==> config.mk <==
export PLATFORM = sky130hd
export DESIGN_NAME = tmds_decoder
export DESIGN_NICKNAME = d
export VERILOG_FILES = /design/src/rtl/tmds_decoder.sv
export SDC_FILE = /design/constraint.sdc
export NUM_CORES = 1
export LEC_CHECK = 0
export ABC_AREA = 1
export ABC_CLOCK_PERIOD_IN_PS = 2170
export BUFFER_PORTS_ARGS = -buffer_cell sky130_fd_sc_hd__buf_2
export CAP_MARGIN = 25
export CORE_ASPECT_RATIO = 1.2
export CORE_UTILIZATION = 35
export CTS_BUF_LIST = sky130_fd_sc_hd__clkbuf_8 sky130_fd_sc_hd__clkbuf_16
export CTS_CLUSTER_DIAMETER = 30
export DETAILED_ROUTE_END_ITERATION = 7
export GPL_ROUTABILITY_DRIVEN = 0
export GPL_TIMING_DRIVEN = 0
export PLACE_DENSITY_LB_ADDON = 0.25
export SETUP_SLACK_MARGIN = 0.05
export SLEW_MARGIN = 20
export SYNTH_ARGS = -nofsm -noshare
export SYNTH_HDL_FRONTEND = slang
export SYNTH_SLANG_ARGS = --single-unit
==> constraint.sdc <==
create_clock -name i_clk -period 2.17 [get_ports i_clk]
set_clock_uncertainty 0.1 [all_clocks]
set_input_delay 0.434 -clock i_clk [delete_from_list [all_inputs] [get_ports i_clk]]
set_output_delay 0.434 -clock i_clk [all_outputs]
set_load 0.01 [all_outputs]
==> src/rtl/tmds_decoder.sv <==
// TMDS receive decoder: aligns on control tokens (bit-slip), then decodes 10b->8b.
// Define TMDS_DECODER_STATS_EN to add slip/lock-loss statistics outputs.
module tmds_decoder #(
  parameter int LOCK_RUN    = 8,
  parameter int SEARCH_LEN  = 2048,
  parameter int SLIP_SETTLE = 8
) (
  input  logic       i_clk,
  input  logic       i_rstn,
  input  logic [9:0] i_rx_word,
  output logic [7:0] o_data,
  output logic       o_de,
  output logic       o_hs,
  output logic       o_vs,
  output logic       o_locked,
  output logic       o_bitslip
`ifdef TMDS_DECODER_STATS_EN
  ,
  output logic [7:0] o_slip_count,
  output logic [7:0] o_loss_count
`endif
);

  localparam int RW = $clog2(LOCK_RUN + 1);
  localparam int TW = $clog2(SEARCH_LEN + 1);

  localparam logic [RW-1:0] RUN_LAST  = RW'(LOCK_RUN - 1);
  localparam logic [TW-1:0] SRCH_LAST = TW'(SEARCH_LEN - 1);
  localparam logic [TW-1:0] SETL_LAST = TW'(SLIP_SETTLE - 1);
  localparam logic [TW-1:0] TMR_MAX   = '1;

  localparam logic [9:0] TOK0 = 10'b1101010100;
  localparam logic [9:0] TOK1 = 10'b0010101011;
  localparam logic [9:0] TOK2 = 10'b0101010100;
  localparam logic [9:0] TOK3 = 10'b1010101011;

  typedef enum logic [1:0] {
    SEARCH,
    SLIP,
    SETTLE,
    LOCKED
  } state_t;

  state_t        state, state_n;
  logic [RW-1:0] run, run_n;
  logic [TW-1:0] tmr, tmr_n, tmr_inc;
  logic          is_ctrl;
  logic [1:0]    ctrl;
  logic [7:0]    d, dec;

  always_comb begin
    is_ctrl = 1'b1;
    ctrl    = 2'b00;
    unique case (1'b1)
      (i_rx_word == TOK0): ctrl = 2'b00;
      (i_rx_word == TOK1): ctrl = 2'b01;
      (i_rx_word == TOK2): ctrl = 2'b10;
      (i_rx_word == TOK3): ctrl = 2'b11;
      default:             is_ctrl = 1'b0;
    endcase
  end

  always_comb begin
    d      = i_rx_word[9] ? ~i_rx_word[7:0] : i_rx_word[7:0];
    dec    = '0;
    dec[0] = d[0];
    for (int i = 1; i < 8; i++) begin
      dec[i] = i_rx_word[8] ? (d[i] ^ d[i-1])
                            : ~(d[i] ^ d[i-1]);
    end
  end

  assign tmr_inc = (tmr == TMR_MAX) ? tmr : tmr + TW'(1);

  always_comb begin
    state_n = state;
    run_n   = run;
    tmr_n   = tmr;
    unique case (state)
      SEARCH: begin
        run_n = is_ctrl ? run + RW'(1) : '0;
        tmr_n = tmr_inc;
        if (is_ctrl && run == RUN_LAST) begin
          state_n = LOCKED;
          run_n   = '0;
          tmr_n   = '0;
        end else if (tmr == SRCH_LAST) begin
          state_n = SLIP;
          run_n   = '0;
          tmr_n   = '0;
        end
      end
      SLIP: begin
        state_n = SETTLE;
        tmr_n   = '0;
      end
      SETTLE: begin
        tmr_n = tmr_inc;
        if (tmr == SETL_LAST) begin
          state_n = SEARCH;
          run_n   = '0;
          tmr_n   = '0;
        end
      end
      LOCKED: begin
        tmr_n = is_ctrl ? '0 : tmr_inc;
        // leave on the word that brings the quiet count to SEARCH_LEN
        if (!is_ctrl && tmr == SRCH_LAST) begin
          state_n = SEARCH;
          run_n   = '0;
          tmr_n   = '0;
        end
      end
      default: state_n = SEARCH;
    endcase
  end

  always_ff @(posedge i_clk or negedge i_rstn) begin
    if (!i_rstn) begin
      state  <= SEARCH;
      run    <= '0;
      tmr    <= '0;
      o_data <= '0;
      o_de   <= 1'b0;
      o_hs   <= 1'b0;
      o_vs   <= 1'b0;
    end else begin
      state <= state_n;
      run   <= run_n;
      tmr   <= tmr_n;
      if (state == LOCKED && !is_ctrl) begin
        o_de   <= 1'b1;
        o_data <= dec;
      end else begin
        o_de   <= 1'b0;
        o_data <= '0;
      end
      if (state == LOCKED && is_ctrl) begin
        o_hs <= ctrl[0];
        o_vs <= ctrl[1];
      end
    end
  end

  assign o_locked  = (state == LOCKED);
  assign o_bitslip = (state == SLIP);

`ifdef TMDS_DECODER_STATS_EN
  always_ff @(posedge i_clk or negedge i_rstn) begin
    if (!i_rstn) begin
      o_slip_count <= '0;
      o_loss_count <= '0;
    end else begin
      if (state == SLIP && o_slip_count != 8'hFF)
        o_slip_count <= o_slip_count + 8'd1;
      if (state == LOCKED && state_n == SEARCH
          && o_loss_count != 8'hFF)
        o_loss_count <= o_loss_count + 8'd1;
    end
  end
`endif

endmodule

Yosys cells after proc, flatten, opt, wreduce, memory -nomap -nowiden:

Cells that the tools add are included.

* register bits: 29
* bits in latches: 0
* memory bits (writable): 0
* bits in read-only memories: 0
* logic and storage cells: 78
* memories: 0

* add/subtract/negate cells: 2
* multipliers: 0
* div/mod/pow operators: 0
* order comparisons: 0
* eq/ne operators: 14
* shift-type cells: 0
* multiplexer cells: 30
* bitwise operators: 15
* reductions and logical operators: 10

Operators by type and width (number)
* 12-bit two-way mux: 6
* 12-bit case mux with 4 select lines: 1
* 10-bit == test, second input constant: 2
* 4-bit two-way mux: 5
* 8-bit two-way mux: 2
* 12-bit by 1-bit adder with 12-bit output, second input constant: 1
* 12-bit by 11-bit == test with 1-bit output, second input constant: 1
* 12-bit == test, second input constant: 1
* 12-bit by 3-bit == test with 1-bit output, second input constant: 1
* 4-bit case mux with 3 select lines: 1
* 10-bit by 8-bit == test with 1-bit output, second input constant: 1
* 10-bit by 9-bit == test with 1-bit output, second input constant: 1
* 1-bit two-way mux: 9
* 2-bit two-way mux: 4
* 8-bit NOT: 1
* 2-bit case mux with 4 select lines: 1
* 1-bit NOT: 7
* 1-bit bitwise XOR: 7
* 2-bit case mux with 3 select lines: 1
* 3-bit AND reduction: 2
* 4-bit by 1-bit adder with 4-bit output, second input constant: 1
* 2-bit == test, second input constant: 2
* 4-bit by 3-bit == test with 1-bit output, second input constant: 1
* 1-bit logical AND: 4
* 8 further kinds: 8

Longest topological paths before layout:

* word-level depth: 7
* mapped depth: 10
* mapped depth without buffers: 10

Worst setup path before layout:

OpenSTA, ideal clock, no wires.

* path type: register to register
* start point: reg tmr[0]
* end point: reg tmr[2]
* arrival: 1438 ps
* data required time: 1997 ps
* path slack: 559 ps
* cell stages (with the launch flop): 10
* buffers on the path: 1
* cells stage by stage: dfrtp_1 > ha_1 > nand2_1 > nor2_8 > nand4_4 > clkinv_1 > nor2_2 > nor2_4 > buf_6 > a21boi_2

* longest elaborated chain between the ends: 5
* elaborated cells between the ends (all ways): 12
* classes of those cells: 1 x add/sub; 3 x eq/ne; 7 x mux; 1 x reduce/logical

Ends and longest elaborated chain
* start: declaration: line 46 `logic [TW-1:0] tmr, tmr_n, tmr_inc;`
* start signal: assignment: line 130 `tmr <= tmr_n;`
* 12-bit by 1-bit adder with 12-bit output or 12-bit == test (tied branches): line 73 `assign tmr_inc = (tmr == TMR_MAX) ? tmr : tmr + TW'(1);`
* 12-bit two-way mux: line 73
* 12-bit two-way mux (on tied branches): line 106, 87
* 12-bit two-way mux (on tied branches): line 108, 83
* 12-bit case mux with 4 select lines (*): line 79 `unique case (state)`
* via tmr_n[2]: line 46

The timed path passes the listed nets; every way through them passes the cells marked *.
A chain may end at the register's enable or synchronous reset.

Worst setup path in the final report:

* start point: reg tmr[0]
* end point: reg tmr[0]

Same word-level chain as after synthesis.

==> run_results.csv <==
group,metric,value,unit
timing,hold_violations,0,
timing,rsz0062_at_grt,"no",
detailed_routing,vias,1490,
detailed_routing,drtPass1Iterations,4,
grt,grt_util_met3,0.0351,
clock_network,path_clk_slew,0.07,ns
synthesis,ys_top_cells_by_area,"dfrtp_1 (40%), nand2_1 (10%), nor2_1 (7.8%)",
outcome,status,"finished clean",
grt,grt_pass1_wl,6370,um
worst_setup_path,path_class,"reg -> reg",
timing,setup_viol,0,
synthesis,synthCells,226,
timing,fin_setup_tns,0,ns
clock_network,clock_sinks,29,
floorplanning,die_w,68.1,um
timing,fin_crit_sh,0.816,
detailed_routing,drt_iter0_drc,67,
synthesis,synth_flop_cell,"dfrtp_1",
clock_network,cts_resized,0,
synthesis,synth.top_cell.area_share,0.396,
power_and_ir_drop,seq_power_share,0.459,
worst_setup_path,cp.required,2.23,ns
run,drv_cap,0,
grt,top_usage_layer,"met2",
floorplanning,die_h,81.3,um
synthesis,synth_most_common_cell,"nand2_1",
final_layout,num_antenna_cells,0,
worst_setup_path,worstPathCellList,"ha_1, nand2_1, nor2_8, nand4_4, clkinv_1, nor2_2, nor2_4, buf_6, a21oi_2",
worst_setup_path,crit_buf_inv,2,
detailed_routing,drt-vias-per-instance,4.70,
grt,grt_max_degree,30,
place,dp.cells,309,
synthesis,synth_area_leader_cell,"dfrtp_1",
synthesis,syn_area,0.00183,mm2
synthesis,syn-num-nets,240,
detailed_routing,wl_per_cell,11.1,um
clock_network,cts_tree,"yes",
clock_network,clock_path_buffers,2,
detailed_routing,ant_nets,0,
floorplanning,pin_count,25,
grt,grt_antenna_before_repair,0,
place,dp_hpwl,2640,um
floorplanning,initial_core_util,0.368,
final_layout,area_growth,14.9,%
power_and_ir_drop,p_total,1.59,mW
timing,finalCriticalPeriod,1.77,ns
timing,slew_viol_final,0,
synthesis,synthTopCellsByCount,"nand2_1 (49), nor2_1 (38), dfrtp_1 (29)",
place,port-buffer-count,23,
synthesis,synth_seq_area_share,0.396,
timing,max_freq,0.565,GHz
power_and_ir_drop,comb_power_share,0.274,
clock_network,cts_root_buf,"clkbuf_8",
synthesis,ys_async_sr_fraction,1.00,
synthesis,yosys_warnings,0,
final_layout,fill_cells,551,
worst_setup_path,cp_slowest_cell,"dfrtp_1",
power_and_ir_drop,p_sw,0.561,mW
timing,maxSlewHeadroom,0.575,
grt,grt_overflow,0,
grt,globalRouteMet1Util,0.185,
worst_setup_path,end_kind,"flip-flop",
final_layout,fin_cells,317,
worst_setup_path,start_kind,"flip-flop",
detailed_routing,route.detailed.drc,0,
floorplanning,rows,28,
worst_setup_path,cpPeakStageDelay,0.39,ns
worst_setup_path,cp_top_family,"simple AND/OR/NAND/NOR gates",
final_layout,drive_gt1_frac,0.245,
power_and_ir_drop,p_int,1.03,mW
power_and_ir_drop,ir_drop,390,uV
grt,met2_usage,0.254,
power_and_ir_drop,switching_share,0.352,
grt,grtUsageTotal,0.155,
worst_setup_path,path_max_fanout,10,
clock_network,numCtsBuffers,5,
synthesis,synth_edf_count,0,
power_and_ir_drop,clockPowerShare,0.268,
power_and_ir_drop,power.leakage,1.10,nW
clock_network,clock_latency,0.29,ns
detailed_routing,wl,3520,um
power_and_ir_drop,p_per_area,757,mW/mm2
clock_network,holdBufCountCts,0,
synthesis,synth-seq-cells,29,
synthesis,syn_area_per_cell,8.11,um2
worst_setup_path,cp.arrival,1.84,ns
hold_path,min_path_type,"in -> async",
floorplanning,core_area,0.00497,mm2
clock_network,post_cts_buffers,0,
timing,tightest_slew,0.637,ns
final_layout,fin_nets,270,
clock_network,htree_levels,2,
synthesis,yosysUniqueCellTypes,29,
grt,grt_pass1_vias,1460,
final_layout,final_util,0.423,
floorplanning,dieArea,0.00553,mm2
==> routing by layer <==
metal,part of all wire,vias to the layer above
met2,0.50,19
met1,0.45,686
met4,0.020,0
met3,0.029,7
li1,-,778
met5,0,-
==> flip-flops by register name, summed over array words and instances, names as in the netlist <==
signal / flops
o_data: 8
o_vs: 1
run: 4
tmr: 12
o_de: 1
o_hs: 1
state: 2
==> stage by stage <==
| stage | area [um2] | hold slack, ns | setup WS (ns) |
|---|---|---|---|
| floorplan | 1830 | 0.0384 | 0.559 |
| global placement | 2020 | 0.384 | 0.400 |
| detailed placement | 2020 | 0.379 | 0.402 |
| CTS | 2110 | 0.0863 | 0.378 |
| global route | 2110 | 0.122 | 0.298 |
| finish | 2110 | 0.0619 | 0.399 |
==> cell families (layout without fill, tap and decap cells) <==
kind of cell,Yosys count,count (layout),share of synthesized area
AND/OR/NAND/NOR,124,124,0.349
flip-flops,29,29,0.396
buffers and inverters,29,60,0.0717
AO/OA/AOI/OAI,27,27,0.0983
XOR/XNOR,15,15,0.0717
adder cells (fa/ha/maj),2,2,0.0136
==> path summary, 6_finish.rpt <==
check	start	end	slack (ns)	cells after the start
max in group asynchronous	i_rstn	tmr[0]	1.48	1
min in group i_clk	i_rx_word[0]	o_data[0]	0.32	3
min	i_rstn	tmr[8]	0.06	1
max	tmr[0]	tmr[0]	0.40	9
min reg2reg	o_vs	o_vs	0.39	2
max reg2reg	tmr[0]	tmr[0]	0.40	9
==> cell type report <==
type                    instances  area (um2)  area share
well taps                      60        75.1      0.0357
clock buffers                   5        68.8      0.0327
clock inverters                 3        13.8     0.00654
repair buffers                 23         115      0.0547
multi-input cells             168         976       0.463
plain buffers                   3        33.8      0.0160
inverters                      26        97.6      0.0463
flip-flops and latches         29         726       0.345
==> power by group through the flow <==
| stage | Sequential [mW] | Combinational (mW) | Clock, mW |
|---|---|---|---|
| finish | 0.731 | 0.437 | 0.427 |
| global route | 0.741 | 0.496 | 0.467 |
| CTS | 0.728 | 0.439 | 0.451 |
| detailed placement | 0.738 | 0.433 | 0 |
| global placement | 0.734 | 0.427 | 0 |
| floorplan | 0.731 | 0.330 | 0 |
==> cell usage in the layout (no fill, tap or decap), types with 6 or more instances in the layout <==
cell type,netlist,final
nand3_1,12,12
a21oi_2,9,9
inv_1,22,23
dfrtp_1,29,29
nand2_2,6,6
o21ai_0,9,9
nand2_1,49,49
xor2_1,10,10
buf_2,0,23
nor2_1,38,38
No activity file was read; power rests on OpenSTA's default activity.
